<file path="src/rtl/ps2_mouse_pkg.sv">
// Shared PS/2 mouse constants, sequencer states and the init command table.
// WHEEL_DETECT_EN inserts the IntelliMouse knock after the reset step.
package ps2_mouse_pkg;

  typedef enum logic [2:0] {
    ST_SEND,
    ST_WAIT_ACK,
    ST_WAIT_BAT,
    ST_WAIT_ID,
    ST_RUN,
    ST_FAIL
  } state_e;

  localparam logic [7:0] CMD_RESET    = 8'hFF;
  localparam logic [7:0] CMD_SET_RATE = 8'hF3;
  localparam logic [7:0] CMD_SET_RES  = 8'hE8;
  localparam logic [7:0] CMD_ENABLE   = 8'hF4;
  localparam logic [7:0] CMD_GET_ID   = 8'hF2;
  localparam logic [7:0] RSP_ACK      = 8'hFA;
  localparam logic [7:0] RSP_RESEND   = 8'hFE;
  localparam logic [7:0] RSP_ERROR    = 8'hFC;
  localparam logic [7:0] RSP_BAT_OK   = 8'hAA;

  localparam int STEP_W = 4;

`ifdef WHEEL_DETECT_EN
  localparam int                STEP_CNT    = 13;
  localparam logic [STEP_W-1:0] STEP_GET_ID = 4'd7;
`else
  localparam int                STEP_CNT    = 6;
`endif
  localparam logic [STEP_W-1:0] STEP_LAST = STEP_W'(STEP_CNT - 1);

  function automatic logic [7:0] step_cmd(input logic [STEP_W-1:0] step,
                                          input logic [7:0]        rate,
                                          input logic [7:0]        resol);
    logic [7:0] b;
    b = 8'h00;
    case (step)
`ifdef WHEEL_DETECT_EN
      4'd0:  b = CMD_RESET;
      4'd1:  b = CMD_SET_RATE;
      4'd2:  b = 8'hC8;
      4'd3:  b = CMD_SET_RATE;
      4'd4:  b = 8'h64;
      4'd5:  b = CMD_SET_RATE;
      4'd6:  b = 8'h50;
      4'd7:  b = CMD_GET_ID;
      4'd8:  b = CMD_SET_RATE;
      4'd9:  b = rate;
      4'd10: b = CMD_SET_RES;
      4'd11: b = resol;
      4'd12: b = CMD_ENABLE;
`else
      4'd0:  b = CMD_RESET;
      4'd1:  b = CMD_SET_RATE;
      4'd2:  b = rate;
      4'd3:  b = CMD_SET_RES;
      4'd4:  b = resol;
      4'd5:  b = CMD_ENABLE;
`endif
      default: b = 8'h00;
    endcase
    return b;
  endfunction

endpackage

</file>
<file path="src/rtl/ps2_mouse_timeout.sv">
// Loadable down-counter that saturates at zero; expired_o is high while the count is zero.
// Load takes priority over decrement.
module ps2_mouse_timeout #(
  parameter int W = 21
) (
  input  logic         clk,
  input  logic         res,
  input  logic         load_i,
  input  logic [W-1:0] load_val_i,
  input  logic         en_i,
  output logic         expired_o
);

  logic [W-1:0] cnt_q, cnt_d;

  always_comb begin
    cnt_d = cnt_q;
    if (load_i) begin
      cnt_d = load_val_i;
    end else if (en_i && (cnt_q != '0)) begin
      cnt_d = cnt_q - W'(1);
    end
  end

  always_ff @(posedge clk) begin
    if (res) begin
      cnt_q <= '0;
    end else begin
      cnt_q <= cnt_d;
    end
  end

  assign expired_o = (cnt_q == '0);

endmodule

</file>
<file path="src/rtl/ps2_mouse_init.sv">
// PS/2 mouse configuration sequencer: reset, rate, resolution, enable, with ACK checks,
// timeouts, bounded retries and hot-plug re-init. WHEEL_DETECT_EN adds wheel detection.
module ps2_mouse_init
  import ps2_mouse_pkg::*;
#(
  parameter logic [7:0] SAMPLE_RATE = 8'd100,
  parameter logic [7:0] RESOLUTION  = 8'd2,
  parameter int         ACK_TIMEOUT = 200000,
  parameter int         BAT_TIMEOUT = 2000000,
  parameter int         MAX_RETRIES = 3,
  parameter int         TMR_W       = 21
) (
  input  logic       clk,
  input  logic       res,
  input  logic       restart,
  output logic       cmd_valid,
  output logic [7:0] cmd_data,
  input  logic       cmd_ready,
  input  logic       rx_valid,
  input  logic [7:0] rx_data,
  output logic       stream_en,
  output logic       init_done,
  output logic       init_fail,
  output logic [1:0] retry_cnt,
`ifdef WHEEL_DETECT_EN
  output logic       wheel_present,
`endif
  output logic [7:0] mouse_id
);

  localparam logic [TMR_W-1:0] ACK_TMO   = TMR_W'(ACK_TIMEOUT);
  localparam logic [TMR_W-1:0] BAT_TMO   = TMR_W'(BAT_TIMEOUT);
  localparam logic [1:0]       RETRY_MAX = 2'(MAX_RETRIES);

  state_e            state_q, state_d;
  logic [STEP_W-1:0] step_q, step_d;
  logic [1:0]        retry_q, retry_d;
  logic [7:0]        mouse_id_q, mouse_id_d;
  logic              init_done_q, init_done_d;
  logic              aa_seen_q, aa_seen_d;
  logic              cmd_valid_q, stream_en_q, init_fail_q;
  logic [7:0]        cmd_data_q;
  logic              tmr_load, tmr_en, tmr_expired;
  logic [TMR_W-1:0]  tmr_val;
  logic              xfer, fail_ev;
`ifdef WHEEL_DETECT_EN
  logic              wheel_q, wheel_d;
`endif

  assign xfer   = (state_q == ST_SEND) && cmd_valid_q && cmd_ready;
  assign tmr_en = (state_q == ST_WAIT_ACK) || (state_q == ST_WAIT_BAT) ||
                  (state_q == ST_WAIT_ID);

  ps2_mouse_timeout #(.W(TMR_W)) u_tmo (
    .clk        (clk),
    .res        (res),
    .load_i     (tmr_load),
    .load_val_i (tmr_val),
    .en_i       (tmr_en),
    .expired_o  (tmr_expired)
  );

  always_comb begin
    state_d     = state_q;
    step_d      = step_q;
    retry_d     = retry_q;
    mouse_id_d  = mouse_id_q;
    init_done_d = init_done_q;
    aa_seen_d   = aa_seen_q;
    tmr_load    = 1'b0;
    tmr_val     = '0;
    fail_ev     = 1'b0;
`ifdef WHEEL_DETECT_EN
    wheel_d     = wheel_q;
`endif

    // A received byte on the timeout cycle wins over the timeout.
    case (state_q)
      ST_SEND: begin
        if (xfer) begin
          state_d  = ST_WAIT_ACK;
          tmr_load = 1'b1;
          tmr_val  = ACK_TMO;
        end
      end
      ST_WAIT_ACK: begin
        if (rx_valid) begin
          if (rx_data != RSP_ACK) begin
            fail_ev = 1'b1;
          end else if (step_q == '0) begin
            state_d  = ST_WAIT_BAT;
            tmr_load = 1'b1;
            tmr_val  = BAT_TMO;
`ifdef WHEEL_DETECT_EN
          end else if (step_q == STEP_GET_ID) begin
            state_d  = ST_WAIT_ID;
            tmr_load = 1'b1;
            tmr_val  = ACK_TMO;
`endif
          end else if (step_q == STEP_LAST) begin
            state_d     = ST_RUN;
            init_done_d = 1'b1;
            aa_seen_d   = 1'b0;
          end else begin
            state_d = ST_SEND;
            step_d  = step_q + STEP_W'(1);
          end
        end else if (tmr_expired) begin
          fail_ev = 1'b1;
        end
      end
      ST_WAIT_BAT: begin
        if (rx_valid) begin
          if (rx_data == RSP_BAT_OK) begin
            state_d  = ST_WAIT_ID;
            tmr_load = 1'b1;
            tmr_val  = ACK_TMO;
          end else begin
            fail_ev = 1'b1;
          end
        end else if (tmr_expired) begin
          fail_ev = 1'b1;
        end
      end
      ST_WAIT_ID: begin
        if (rx_valid) begin
          mouse_id_d = rx_data;
`ifdef WHEEL_DETECT_EN
          if (step_q == STEP_GET_ID) wheel_d = (rx_data == 8'h03);
`endif
          state_d = ST_SEND;
          step_d  = step_q + STEP_W'(1);
        end else if (tmr_expired) begin
          fail_ev = 1'b1;
        end
      end
      ST_RUN: begin
        // Only 0xAA immediately followed by 0x00 means the mouse was re-plugged.
        if (rx_valid) begin
          if (aa_seen_q && (rx_data == 8'h00)) begin
            state_d     = ST_SEND;
            step_d      = '0;
            retry_d     = '0;
            init_done_d = 1'b0;
            aa_seen_d   = 1'b0;
          end else begin
            aa_seen_d = (rx_data == RSP_BAT_OK);
          end
        end
      end
      ST_FAIL: begin
      end
      default: begin
        state_d = ST_SEND;
        step_d  = '0;
      end
    endcase

    if (fail_ev) begin
      retry_d = retry_q + 2'd1;
      step_d  = '0;
      state_d = (retry_d == RETRY_MAX) ? ST_FAIL : ST_SEND;
    end

    if (restart) begin
      state_d     = ST_SEND;
      step_d      = '0;
      retry_d     = '0;
      init_done_d = 1'b0;
      aa_seen_d   = 1'b0;
      tmr_load    = 1'b1;
      tmr_val     = '0;
    end
  end

  always_ff @(posedge clk) begin
    if (res) begin
      state_q     <= ST_SEND;
      step_q      <= '0;
      retry_q     <= '0;
      mouse_id_q  <= 8'h00;
      init_done_q <= 1'b0;
      aa_seen_q   <= 1'b0;
      cmd_valid_q <= 1'b0;
      cmd_data_q  <= 8'h00;
      stream_en_q <= 1'b0;
      init_fail_q <= 1'b0;
`ifdef WHEEL_DETECT_EN
      wheel_q     <= 1'b0;
`endif
    end else begin
      state_q     <= state_d;
      step_q      <= step_d;
      retry_q     <= retry_d;
      mouse_id_q  <= mouse_id_d;
      init_done_q <= init_done_d;
      aa_seen_q   <= aa_seen_d;
      cmd_valid_q <= (state_d == ST_SEND);
      if (state_d == ST_SEND) begin
        cmd_data_q <= step_cmd(step_d, SAMPLE_RATE, RESOLUTION);
      end
      stream_en_q <= (state_d == ST_RUN);
      init_fail_q <= (state_d == ST_FAIL);
`ifdef WHEEL_DETECT_EN
      wheel_q     <= wheel_d;
`endif
    end
  end

  assign cmd_valid = cmd_valid_q;
  assign cmd_data  = cmd_data_q;
  assign stream_en = stream_en_q;
  assign init_done = init_done_q;
  assign init_fail = init_fail_q;
  assign retry_cnt = retry_q;
  assign mouse_id  = mouse_id_q;
`ifdef WHEEL_DETECT_EN
  assign wheel_present = wheel_q;
`endif

endmodule

</file>
<file path="config.mk">
export PLATFORM = sky130hd
export DESIGN_NAME = ps2_mouse_init
export DESIGN_NICKNAME = d
export VERILOG_FILES = /design/src/rtl/ps2_mouse_pkg.sv /design/src/rtl/ps2_mouse_timeout.sv /design/src/rtl/ps2_mouse_init.sv
export SDC_FILE = /design/constraint.sdc
export NUM_CORES = 1
export LEC_CHECK = 0
export CORE_UTILIZATION = 62
export CTS_BUF_LIST = sky130_fd_sc_hd__clkbuf_8
export DETAILED_ROUTE_END_ITERATION = 16
export PLACE_DENSITY = 0.88
export SETUP_SLACK_MARGIN = 0.3
export SYNTH_ARGS = -nofsm -noshare
export SYNTH_HDL_FRONTEND = slang
export SYNTH_SLANG_ARGS = --single-unit
</file>
<file path="constraint.sdc">
create_clock -name clk -period 5.63 [get_ports clk]
set_clock_uncertainty 0.1 [all_clocks]
set_input_delay 0.563 -clock clk [delete_from_list [all_inputs] [get_ports clk]]
set_output_delay 0.563 -clock clk [all_outputs]
set_load 0.01 [all_outputs]
</file>
; After elaboration in Yosys (flattened, before gate mapping)
; Index checks and enable logic that the tools add are counted.
[totals]
out_inout_bits = 22
reg_bits = 51
[op_classes]
reduce_logical = 24
eq_ne = 22
n_addsub = 3
mux = 68
[op_table]
columns = operator, count
row1 = 21-bit 2-to-1 mux, 6
row2 = 21-bit one-hot mux with 3 select lines, 1
row3 = 18-bit 2-to-1 mux, 3
row4 = 8-bit one-hot mux with 6 select lines, 1
row5 = 3-bit 2-to-1 mux, 13
row6 = 4-bit 2-to-1 mux, 9
row7 = 1-bit 2-to-1 mux, 25
row8 = 21-bit logical NOT, 1
row9 = 21-bit nonzero test, 1
row10 = 21-bit by 1-bit subtractor with 21-bit output (second input constant), 1
row11 = 3-bit one-hot mux with 6 select lines, 1
row12 = 4-bit one-hot mux with 4 select lines, 1
row13 = 3-bit equality test (second input constant), 4
row14 = 4-bit by 3-bit equality test with 1-bit output (second input constant), 3
row15 = 2-bit inequality test (second input constant), 5
row16 = 2-bit nonzero test, 5
row17 = 4-bit by 2-bit equality test with 1-bit output (second input constant), 2
row18 = 8-bit equality test (second input constant), 1
row19 = 4-bit logical NOT, 2
row20 = 8-bit logical NOT, 1
row21 = 2-bit 2-to-1 mux, 4
row22 = 8-bit inequality test (second input constant), 1
row23 = 7-bit AND reduction, 1
row24 = 3-bit by 2-bit equality test with 1-bit output (second input constant), 2
row25 = 16 further kinds, 23

; Longest topological paths before layout
; Gate-level depths: netlist (run 1).
[depth]
depth_word = 10
mapped_depth = 10

; Hierarchy
; Synthesis (run 1) repeated with hierarchy kept, for this count alone.
[hier_totals]
hier_cells = 365
area_unflattened_um2 = 2949.1
[modules_own_cells]
columns = mod, seq_area_each_um2, n_inst, cells_each, area_each_um2
row1 = ps2_mouse_init, 580.6, 1, 217, 1674.1
row2 = ps2_mouse_timeout, 420.4, 1, 148, 1275.0

; Worst setup path after synthesis (run 1)
; Ideal clock, no wire load.
[synth_timing]
path_kind = input-to-reg
start = input port rx_valid
end = register cmd_data_q[6], in the netlist cmd_data[6]
stages = 8
path_slack_ps = 2838
path_buffers = 1
arrival_time_ps = 2551
path_cell_list = clkbuf_2 or3b_2 nor4_4 a21oi_1 o22a_1 nor3b_1 a211oi_1 a221oi_2
[synth_via]
elab_chain_cells = 6
elab_cells_between_ends = 25
[synth_rtl]
columns = element, line_no
row1 = from (decl), ps2_mouse_init.sv:19  ; input logic rx_valid,
row2 = "4-bit 2-to-1 mux, or another cell as far along", ps2_mouse_init.sv:139  ; if (rx_valid) begin
row3 = 4-bit one-hot mux with 4 select lines / 1-bit one-hot mux with 3 select lines (equally long branches), ps2_mouse_init.sv:78  ; case (state_q)
row4 = 4-bit 2-to-1 mux, ps2_mouse_init.sv:159  ; if (fail_ev) begin
row5 = 4-bit 2-to-1 mux, ps2_mouse_init.sv:165  ; if (restart) begin
row6 = "4-bit by 3-bit equality test with 1-bit output, or another cell as far along", ps2_mouse_pkg.sv:39  ; case (step)
row7 = 8-bit one-hot mux with 6 select lines, ps2_mouse_pkg.sv:39
row8 = to (signal assigned), ps2_mouse_init.sv:200  ; cmd_data_q <= step_cmd(step_d, SAMPLE_RATE, RESOLUTION);
row9 = to (decl), ps2_mouse_init.sv:42  ; logic [7:0] cmd_data_q;
; Parallel ways exist; a longest one is shown, timed or not.
; A chain may end at the register's enable or synchronous reset.

; Worst setup path after layout (run 1)
; Same ends and word-level chain as after synthesis.

==> impl_metrics.env, run 1 <==
export IMPL_place_area_um2=3160
export IMPL_critPathArrivalTime_ns=3.35
export IMPL_ys_top_cells_by_area="dfxtp_1, nor2_1, nand2_1"
export IMPL_criticalPathCategory="input pin to flip-flop"
export IMPL_ys_types=60
export IMPL_async_flop_share=0
export IMPL_grt_max_degree=32
export IMPL_postCtsResizedCells=0
export IMPL_status="finished clean"
export IMPL_r2r_cells=7
export IMPL_finalSetupViolCount=0
export IMPL_cts_max_path_buffers=2
export IMPL_overflow=0
export IMPL_synth_top_area_frac=0.357
export IMPL_cap_violations=0
export IMPL_antenna_found_initial=0
export IMPL_timing_rr_start="u_tmo.cnt_q[7]$_SDFFE_PP0P_"
export IMPL_p_switching_uw=243
export IMPL_drive_gt1_frac=0.0644
export IMPL_finalCriticalPeriod_ns=3.28
export IMPL_diodes=0
export IMPL_die_area_um2=4800
export IMPL_routed_wl_mm=6.84
export IMPL_initial_core_util=0.645
export IMPL_yosysSeqAreaShare=0.357
export IMPL_grt_pass1_vias=2607
export IMPL_io_buffers=34
export IMPL_relSlewSlack=0.563
export IMPL_whs_endpoint="mouse_id[3]$_SDFFE_PP0P_"
export IMPL_ys_ff_latch=50
export IMPL_crit_path_end_kind="flip-flop"
export IMPL_synth_area_per_cell_um2=7.80
export IMPL_nets=406
export IMPL_worstMarginPinSlew_ns=0.654
export IMPL_cts_setup_buffers=0
export IMPL_combPwrFrac=0.220
export IMPL_multi_input_area_um2=1670
export IMPL_hpwl_mm=4.87
export IMPL_gp_congestion=0.913
export IMPL_grt_pass1_wl_mm=11.7
export IMPL_clock_power_share=0.309
export IMPL_worstHoldPathCells=2
export IMPL_dr_pass1_iters=5
export IMPL_grtUsageTotal=0.296
export IMPL_h_tree_depth=2
export IMPL_synth_edf_count=0
export IMPL_p_per_area_nw_per_um2=250
export IMPL_ioPinCount=35
export IMPL_switching_share=0.298
export IMPL_crit_path_start_kind="input pin"
export IMPL_synth_area_um2=2810
export IMPL_synth_top_area_cell="dfxtp_1"
export IMPL_seqCellArea_um2=1000
export IMPL_hold_violations=0
export IMPL_syn_nets=379
export IMPL_crit_reg2reg_capture="u_tmo.cnt_q[3]$_SDFFE_PP0P_"
export IMPL_reg2reg_slack_ns=2.60
export IMPL_hp_start="mouse_id[3]$_SDFFE_PP0P_"
export IMPL_clock_fmax_mhz=305
export IMPL_synth_common_cells="dfxtp_1, nor2_1, nand2_1, a21oi_1, inv_1"
export IMPL_clockRootBuffer="clkbuf_8"
export IMPL_stdcell_count=440
export IMPL_placedCellCount=432
export IMPL_fin_area_um2=3270
export IMPL_cts_hold_buf=0
export IMPL_tns_ns=0
export IMPL_hp_class="flip-flop to flip-flop"
export IMPL_die_w_um=69.3
export IMPL_die_h_um=69.3
export IMPL_p_total_uw=817
export IMPL_n_fill_cell=339
export IMPL_num_rows=24
export IMPL_p_seq_frac=0.470
export IMPL_wl_per_cell_um=15.5
export IMPL_drt_initial_drc_count=290
export IMPL_drc=0
export IMPL_cp_required_ns=5.71
export IMPL_yosysMostFrequentCell="dfxtp_1"
export IMPL_period_share=0.582
export IMPL_clk_latency_ns=0.31
export IMPL_cts_tree="done"
export IMPL_clkTransAtPathRegs_ns=0.09
export IMPL_final_antenna_net_count=0
export IMPL_numCtsBuffers=5
export IMPL_rsz0062_at_grt="no"
export IMPL_maxSlewViolCount=0
export IMPL_syn2layout_area_growth_pct=16.4
export IMPL_crit_fanout=9
export IMPL_route_vias_total=2802
export IMPL_yosysWarnings=0
export IMPL_synthFlopType="dfxtp_1"
export IMPL_leakage_uw=0.00120
export IMPL_cts_sinks=50
export IMPL_intPower_uw=574
export IMPL_fp_coreArea_um2=4350
export IMPL_viasPerCell=6.37
export IMPL_syn_inst=360
export IMPL_peakVddDrop_uv=163
## sequential cells by signal, indices dropped and copies added (netlist names), 2 cells and up
signal,flops
retry_cnt,2
mouse_id,8
state_q,3
cmd_data,7
u_tmo.cnt_q,21
step_q,4
## cell families after synthesis
| family | synth area share |
|---|---|
| AO/OA/AOI/OAI | 0.209 |
| buffers and inverters | 0.0495 |
| XOR/XNOR | 0.0312 |
| multiplexers | 0.00758 |
| flip-flops | 0.357 |
| adder cells (fa/ha/maj) | 0.0267 |
| AND/OR/NAND/NOR | 0.320 |
## cells in the final DEF, fill, tap and decap left out, drive strengths merged, types with 2 or more instances in the layout
cell type	Yosys	final
xnor2	2	2
nand4	4	4
nand2	42	42
or2	3	3
ha	6	6
o211ai	3	3
o21ai	8	8
nor3	17	17
nand3b	3	3
inv	20	21
a31oi	5	5
or4	2	2
or3b	2	2
and3	4	4
nor4b	2	2
nand3	18	18
dfxtp	50	50
a21boi	3	3
nor3b	5	5
nor2	46	46
a21o	2	2
nor4	6	6
clkdlybuf4s50	0	34
a21oi	32	32
and4b	2	2
clkbuf	12	5
o21a	2	2
nand2b	6	6
a221oi	3	3
nor2b	5	5
a211oi	14	14
xor2	8	8
nand4b	2	2
## power by group through the flow
stage | Combinational (uW) | Clock [uW] | Sequential (uW)
after CTS | 176 | 253 | 384
after detailed placement | 174 | 0 | 392
after floorplan | 127 | 0 | 389
final | 180 | 253 | 384
after global routing | 197 | 269 | 387
after global placement | 169 | 0 | 391
## cell type report
type | instances | area share
Clock buffer | 5 | 0.0211
Clock inverter | 3 | 0.0126
Inverter | 20 | 0.0230
Multi-Input combinational cell | 275 | 0.510
Sequential cell | 50 | 0.307
Tap cell | 52 | 0.0199
Timing Repair Buffer | 35 | 0.107
## how the worst max path moves through the flow
stage,from,end,slack (ns)
after floorplan,rx_valid,cmd_data[6]$_SDFFE_PP0P_,2.84
after global placement,rx_valid,cmd_data[6]$_SDFFE_PP0P_,2.22
after detailed placement,rx_valid,cmd_data[2]$_SDFFE_PP0P_,2.09
after CTS,rx_valid,cmd_data[6]$_SDFFE_PP0P_,2.39
after global routing,rx_data[4],cmd_data[2]$_SDFFE_PP0P_,2.23
final,rx_valid,cmd_data[6]$_SDFFE_PP0P_,2.35
## metal layers
metal,GRT usage,vias up,wire length [um]
met1,0.386,1274,2990
li1,-,1339,-
met2,0.474,165,3110
met5,0,-,0
met4,0.132,0,150
met3,0.0567,24,589
## through the flow
| stage | util | setup WS, ns | hold WS (ns) |
|---|---|---|---|
| after global placement | 0.725 | 2.22 | 0.342 |
| final | 0.750 | 2.35 | 0.357 |
| after floorplan | - | 2.84 | 0.375 |
| after global routing | 0.750 | 2.23 | 0.384 |
| after CTS | 0.750 | 2.39 | 0.359 |
| after detailed placement | 0.725 | 2.09 | 0.346 |
## critical path: stages
cell             delay (ns)
clkdlybuf4s50_1        0.65
or3b_2                 0.55
nor4_4                 0.39
a21oi_1                0.16
o22a_1                 0.29
nor3b_1                0.19
a211oi_1               0.44
a221oi_2               0.12
Note: power is estimated with default switching activity, not from simulation.
==> run 2, diff against run 1 <==
--- a/config.mk
+++ b/config.mk
@@ -5,10 +5,10 @@
 export SDC_FILE = /design/constraint.sdc
 export NUM_CORES = 1
 export LEC_CHECK = 0
-export CORE_UTILIZATION = 62
+export CORE_UTILIZATION = 52
 export CTS_BUF_LIST = sky130_fd_sc_hd__clkbuf_8
 export DETAILED_ROUTE_END_ITERATION = 16
-export PLACE_DENSITY = 0.88
+export PLACE_DENSITY = 0.78
 export SETUP_SLACK_MARGIN = 0.3
 export SYNTH_ARGS = -nofsm -noshare
 export SYNTH_HDL_FRONTEND = slang
==> constraint.sdc (replaced) <==
create_clock -name clk -period 2.77 [get_ports clk]
set_clock_uncertainty 0.1 [all_clocks]
set_input_delay 0.277 -clock clk [delete_from_list [all_inputs] [get_ports clk]]
set_output_delay 0.277 -clock clk [all_outputs]
set_load 0.01 [all_outputs]
==> run 2 against run 1 <==
Highest routed layer unchanged; critical endpoint is now cmd_data[0]$_SDFFE_PP0P_; sequential power rose by 100%; setup slack got worse by 2.1 ns; hold slack improved by 0.0012 ns; flip-flop and latch count did not move; final cell count rose by 14%; first-iteration DRC count fell by 1.0%; critical path depth did not move; register-to-register slack got worse by 2.4 ns.
==> impl_metrics.env, run 2 (synthesized netlist as in run 1, its figures left out) <==
export IMPL_status="finished clean"
export IMPL_critPathArrivalTime_ns=2.67
export IMPL_leakage_uw=0.00147
export IMPL_p_switching_uw=556
export IMPL_grt_pass1_wl_mm=11.9
export IMPL_overflow=0
export IMPL_relSlewSlack=0.668
export IMPL_grt_pass1_vias=2573
export IMPL_nets=449
export IMPL_cap_violations=0
export IMPL_hold_violations=0
export IMPL_p_seq_frac=0.431
export IMPL_initial_core_util=0.546
export IMPL_maxSlewViolCount=0
export IMPL_syn2layout_area_growth_pct=37.4
export IMPL_crit_slowest_cell="or4_4"
export IMPL_pre_cts_ws_ns=-0.120
export IMPL_grtUsageTotal=0.275
export IMPL_tns_ns=0
export IMPL_fp_coreArea_um2=5140
export IMPL_finalCriticalPeriod_ns=2.55
export IMPL_die_h_um=75.5
export IMPL_largest_reg_flops=21
export IMPL_clockRootBuffer="clkbuf_8"
export IMPL_criticalPathCategory="flip-flop to flip-flop"
export IMPL_n_fill_cell=377
export IMPL_clk_latency_ns=0.31
export IMPL_intPower_uw=1260
export IMPL_clock_fmax_mhz=392
export IMPL_drive_gt1_frac=0.253
export IMPL_multi_input_area_um2=1880
export IMPL_gp_congestion=0.871
export IMPL_combPwrFrac=0.271
export IMPL_antenna_found_initial=0
export IMPL_io_buffers=34
export IMPL_setup_slack_ns=0.218
export IMPL_num_rows=26
export IMPL_cts_tree="done"
export IMPL_grt_max_degree=31
export IMPL_diodes=0
export IMPL_largest_register="u_tmo.cnt_q"
export IMPL_clkTransAtPathRegs_ns=0.10
export IMPL_period_share=0.921
export IMPL_crit_path_start_kind="flip-flop"
export IMPL_routed_wl_mm=8.19
export IMPL_p_per_area_nw_per_um2=470
export IMPL_hp_class="flip-flop to flip-flop"
export IMPL_crit_path_end_kind="flip-flop"
export IMPL_dr_pass1_iters=5
export IMPL_drc=0
export IMPL_worstMarginPinSlew_ns=0.496
export IMPL_viasPerCell=5.98
export IMPL_ioPinCount=35
export IMPL_cts_sinks=50
export IMPL_switching_share=0.307
export IMPL_numCtsBuffers=5
export IMPL_h_tree_depth=2
export IMPL_seqCellArea_um2=1010
export IMPL_cts_hold_buf=0
export IMPL_cp_required_ns=2.89
export IMPL_critical_path_max_stage_delay_ns=0.58
export IMPL_die_w_um=75.5
export IMPL_hpwl_mm=5.33
export IMPL_placedCellCount=483
export IMPL_clock_power_share=0.298
export IMPL_stdcell_count=501
export IMPL_die_area_um2=5690
export IMPL_cts_max_path_buffers=2
export IMPL_peakVddDrop_uv=272
export IMPL_crit_fanout=5
export IMPL_finalSetupViolCount=0
export IMPL_wl_per_cell_um=16.4
export IMPL_final_antenna_net_count=0
export IMPL_rsz0062_at_grt="yes"
export IMPL_path_cells="or4_4, and4b_2, a21oi_4, o311a_4, a22oi_4, buf_6, a211oi_2, a211oi_1"
export IMPL_mostFrequentLayoutCell="dfxtp_1"
export IMPL_route_vias_total=2996
export IMPL_drt_initial_drc_count=287
export IMPL_final_cell_mix="dfxtp_1, nor2_1, nand2_1, buf_4, clkdlybuf4s50_1"
## run 2: cell types whose count changed in the layout (fill, tap and decap cells not counted), sizes merged
| cell | change |
|---|---|
| buf | +43 |
## run 2: per-stage QoR
step	area, um^2	util	hold WS [ns]	total power, uW
finish	3860	0.750	0.358	1810
global route	3860	0.750	0.373	1900
CTS	3670	0.714	0.359	1770
detailed placement	3430	0.667	0.345	1180
global placement	3430	0.667	0.342	1170
floorplan	2810	-	0.256	1050
## run 2: what timing repair did
action,CTS,global route
endpoints found under the setup margin,14,27
resized for setup,21,36
pin swaps,12,15
buffers inserted,6,4
endpoints found under the hold margin,0,0
## run 2: critical path: cells and delay by family (launching register included)
| kind | cells | cell delay, ns |
|---|---|---|
| simple gates | 2 | 0.94 |
| flops | 1 | 0.33 |
| buf+inv | 1 | 0.16 |
| compound gates | 5 | 0.94 |
## run 2: per-layer routing
layer / GRT usage / up-vias / routed length, um
li1: - / 1423 / -
met1: 0.370 / 1424 / 3590
met2: 0.438 / 124 / 3890
met3: 0.0423 / 25 / 475
met4: 0.121 / 0 / 240
met5: 0 / - / 0
## run 2: path summary, 6_finish.rpt
kind	start	endpoint	slack [ns]	depth (start not counted)
setup / recovery	u_tmo.cnt_q[10]$_SDFFE_PP0P_	cmd_data[0]$_SDFFE_PP0P_	0.22	8
hold / removal	mouse_id[1]$_SDFFE_PP0P_	mouse_id[1]$_SDFFE_PP0P_	0.36	2
setup reg to reg	u_tmo.cnt_q[10]$_SDFFE_PP0P_	cmd_data[0]$_SDFFE_PP0P_	0.22	8
hold reg to reg	mouse_id[1]$_SDFFE_PP0P_	mouse_id[1]$_SDFFE_PP0P_	0.36	2
## run 2: layout make-up
class                   count  area share
well taps                  70      0.0227
multi-input cells         275       0.487
inverters                  20      0.0195
flip-flops and latches     50       0.262
repair buffers             78       0.179
clock inverters             3      0.0127
clock buffers               5      0.0178
## run 2: power groups by stage
stage / Sequential [uW] / Combinational, uW / Clock [uW]
final: 782 / 490 / 540
after global routing: 786 / 529 / 583
after CTS: 777 / 441 / 551
after detailed placement: 794 / 390 / 0
after global placement: 793 / 381 / 0
after floorplan: 791 / 259 / 0
==> run 3, diff against run 2 <==
--- a/config.mk
+++ b/config.mk
@@ -9,7 +9,6 @@
 export CTS_BUF_LIST = sky130_fd_sc_hd__clkbuf_8
 export DETAILED_ROUTE_END_ITERATION = 16
 export PLACE_DENSITY = 0.78
-export SETUP_SLACK_MARGIN = 0.3
 export SYNTH_ARGS = -nofsm -noshare
 export SYNTH_HDL_FRONTEND = slang
 export SYNTH_SLANG_ARGS = --single-unit
==> run 3 against run 2 <==
Flip-flop and latch count is the same; critical endpoint is now stream_en$_SDFF_PP0_; hold slack improved by 0.0016 ns; clock power shrank 16%; highest routed layer unchanged.
==> impl_metrics.env, run 3 (synthesized netlist as in run 1, its figures left out) <==
export IMPL_postCtsResizedCells=0
export IMPL_final_cell_mix="dfxtp_1, nor2_1, nand2_1, buf_4, clkdlybuf4s50_1"
export IMPL_peakVddDrop_uv=269
export IMPL_ioPinCount=35
export IMPL_grt_max_degree=31
export IMPL_initial_core_util=0.546
export IMPL_nets=440
export IMPL_crit_fanout=5
export IMPL_grt_util_met2=0.449
export IMPL_die_w_um=75.5
export IMPL_tns_ns=0
export IMPL_hold_violations=0
export IMPL_num_rows=26
export IMPL_use_met3=0.0489
export IMPL_crit_buf_inv=1
export IMPL_critPathTopFamily="simple AND/OR/NAND/NOR gates"
export IMPL_p_per_area_nw_per_um2=462
export IMPL_r2r_cells=7
export IMPL_clk_latency_ns=0.30
export IMPL_crit_path_start_kind="flip-flop"
export IMPL_antenna_found_initial=0
export IMPL_cts_max_path_buffers=2
export IMPL_syn2layout_area_growth_pct=26.3
export IMPL_crit_path_end_kind="flip-flop"
export IMPL_clock_fmax_mhz=376
export IMPL_drt_initial_drc_count=197
export IMPL_relSlewSlack=0.565
export IMPL_grt_pass1_wl_mm=11.8
export IMPL_hp_start="mouse_id[4]$_SDFFE_PP0P_"
export IMPL_clockRootBuffer="clkbuf_8"
export IMPL_grtUsageTotal=0.270
export IMPL_finalSetupViolCount=0
export IMPL_largest_reg_flops=21
export IMPL_critical_path_max_stage_delay_ns=0.59
export IMPL_whs_endpoint="mouse_id[4]$_SDFFE_PP0P_"
export IMPL_fp_coreArea_um2=5140
export IMPL_hp_class="flip-flop to flip-flop"
export IMPL_grt_pass1_vias=2624
export IMPL_crit_slowest_cell="or4_1"
export IMPL_worstHoldPathCells=2
export IMPL_leakage_uw=0.00136
export IMPL_status="finished clean"
export IMPL_drive_gt1_frac=0.149
export IMPL_final_antenna_net_count=0
export IMPL_gp_congestion=0.860
export IMPL_worstMarginPinSlew_ns=0.651
export IMPL_overflow=0
export IMPL_path_cells="or4_1, and4b_1, a21oi_2, or3_1, buf_4, o21ai_0, nor2b_1"
export IMPL_maxSlewViolCount=0
export IMPL_h_tree_depth=2
export IMPL_reg2reg_slack_ns=0.11
export IMPL_drc=0
export IMPL_finalCriticalPeriod_ns=2.66
export IMPL_route_vias_total=2815
export IMPL_diodes=0
export IMPL_period_share=0.960
export IMPL_timing_rr_start="u_tmo.cnt_q[8]$_SDFFE_PP0P_"
export IMPL_placedCellCount=484
export IMPL_dr_pass1_iters=4
export IMPL_p_total_uw=1640
export IMPL_cts_tree="done"
export IMPL_grt_use_met1=0.346
export IMPL_cp_required_ns=2.92
export IMPL_die_area_um2=5690
export IMPL_mostFrequentLayoutCell="dfxtp_1"
export IMPL_criticalPathCategory="flip-flop to flip-flop"
export IMPL_cap_violations=0
export IMPL_clkTransAtPathRegs_ns=0.09
export IMPL_grt_busiest_layer="met2"
export IMPL_hpwl_mm=5.38
export IMPL_stdcell_count=492
export IMPL_largest_register="u_tmo.cnt_q"
export IMPL_routed_wl_mm=7.23
export IMPL_wl_per_cell_um=14.7
export IMPL_numCtsBuffers=5
export IMPL_crit_reg2reg_capture="stream_en$_SDFF_PP0_"
export IMPL_cts_sinks=50
export IMPL_critPathArrivalTime_ns=2.81
export IMPL_viasPerCell=5.72
export IMPL_rsz0062_at_grt="no"
export IMPL_io_buffers=34
export IMPL_die_h_um=75.5
export IMPL_cts_hold_buf=0
export IMPL_cts_setup_buffers=0
-- run 3: cell types whose count changed in the layout (fill, tap and decap cells not counted), sizes merged --
cell	delta
buf	-9
bufinv	-1
clkbuf	+1
-- run 3: layer usage --
| layer | share of wire | wire (um) |
|---|---|---|
| met1 | 0.45 | 3220 |
| met2 | 0.47 | 3410 |
| met5 | 0 | 0 |
| met3 | 0.062 | 452 |
| met4 | 0.020 | 144 |
-- run 3: worst max path at each step --
stage / start / end / slack (ns) / cells after the start
after floorplan: rx_valid / cmd_data[6]$_SDFFE_PP0P_ / 0.26 / 8
after global placement: rx_valid / cmd_data[6]$_SDFFE_PP0P_ / -0.11 / 8
after detailed placement: rx_valid / cmd_data[6]$_SDFFE_PP0P_ / -0.20 / 8
after CTS: u_tmo.cnt_q[8]$_SDFFE_PP0P_ / cmd_data[6]$_SDFFE_PP0P_ / 0.08 / 7
after global routing: rx_data[0] / cmd_data[2]$_SDFFE_PP0P_ / 0.01 / 11
final: u_tmo.cnt_q[8]$_SDFFE_PP0P_ / stream_en$_SDFF_PP0_ / 0.11 / 7
-- run 3: where the power goes --
part	switching, uW	leakage, uW	internal (uW)	total (uW)
combinational	217	0.000902	187	404
clock	249	0.0000478	206	455
sequential	29.8	0.000408	749	779
total	496	0.00136	1140	1640
-- run 3: worst register-to-register path, stage by stage, from the launching register on --
cell	delay (ns)
dfxtp_1	0.34
or4_1	0.59
and4b_1	0.36
a21oi_2	0.11
or3_1	0.44
buf_4	0.18
o21ai_0	0.31
nor2b_1	0.17
-- run 3: cell type report --
class,count,area (um^2)
Fill cell,462,1600
Tap cell,70,87.6
Clock buffer,6,82.6
Inverter,20,75.1
Timing Repair Buffer,69,603
Sequential cell,50,1000
Multi-Input combinational cell,275,1680
Clock inverter,2,16.3
-- run 3: metrics by stage --
step | setup slack [ns] | hold WS (ns) | util | instance area, um^2
5_1_grt | 0.0126 | 0.384 | 0.689 | 3540
3_5_place_dp | -0.202 | 0.348 | 0.668 | 3430
6_report | 0.111 | 0.359 | 0.689 | 3540
4_1_cts | 0.0809 | 0.361 | 0.687 | 3530
3_3_place_gp | -0.114 | 0.342 | 0.668 | 3430
2_1_floorplan | 0.264 | 0.256 | - | 2810
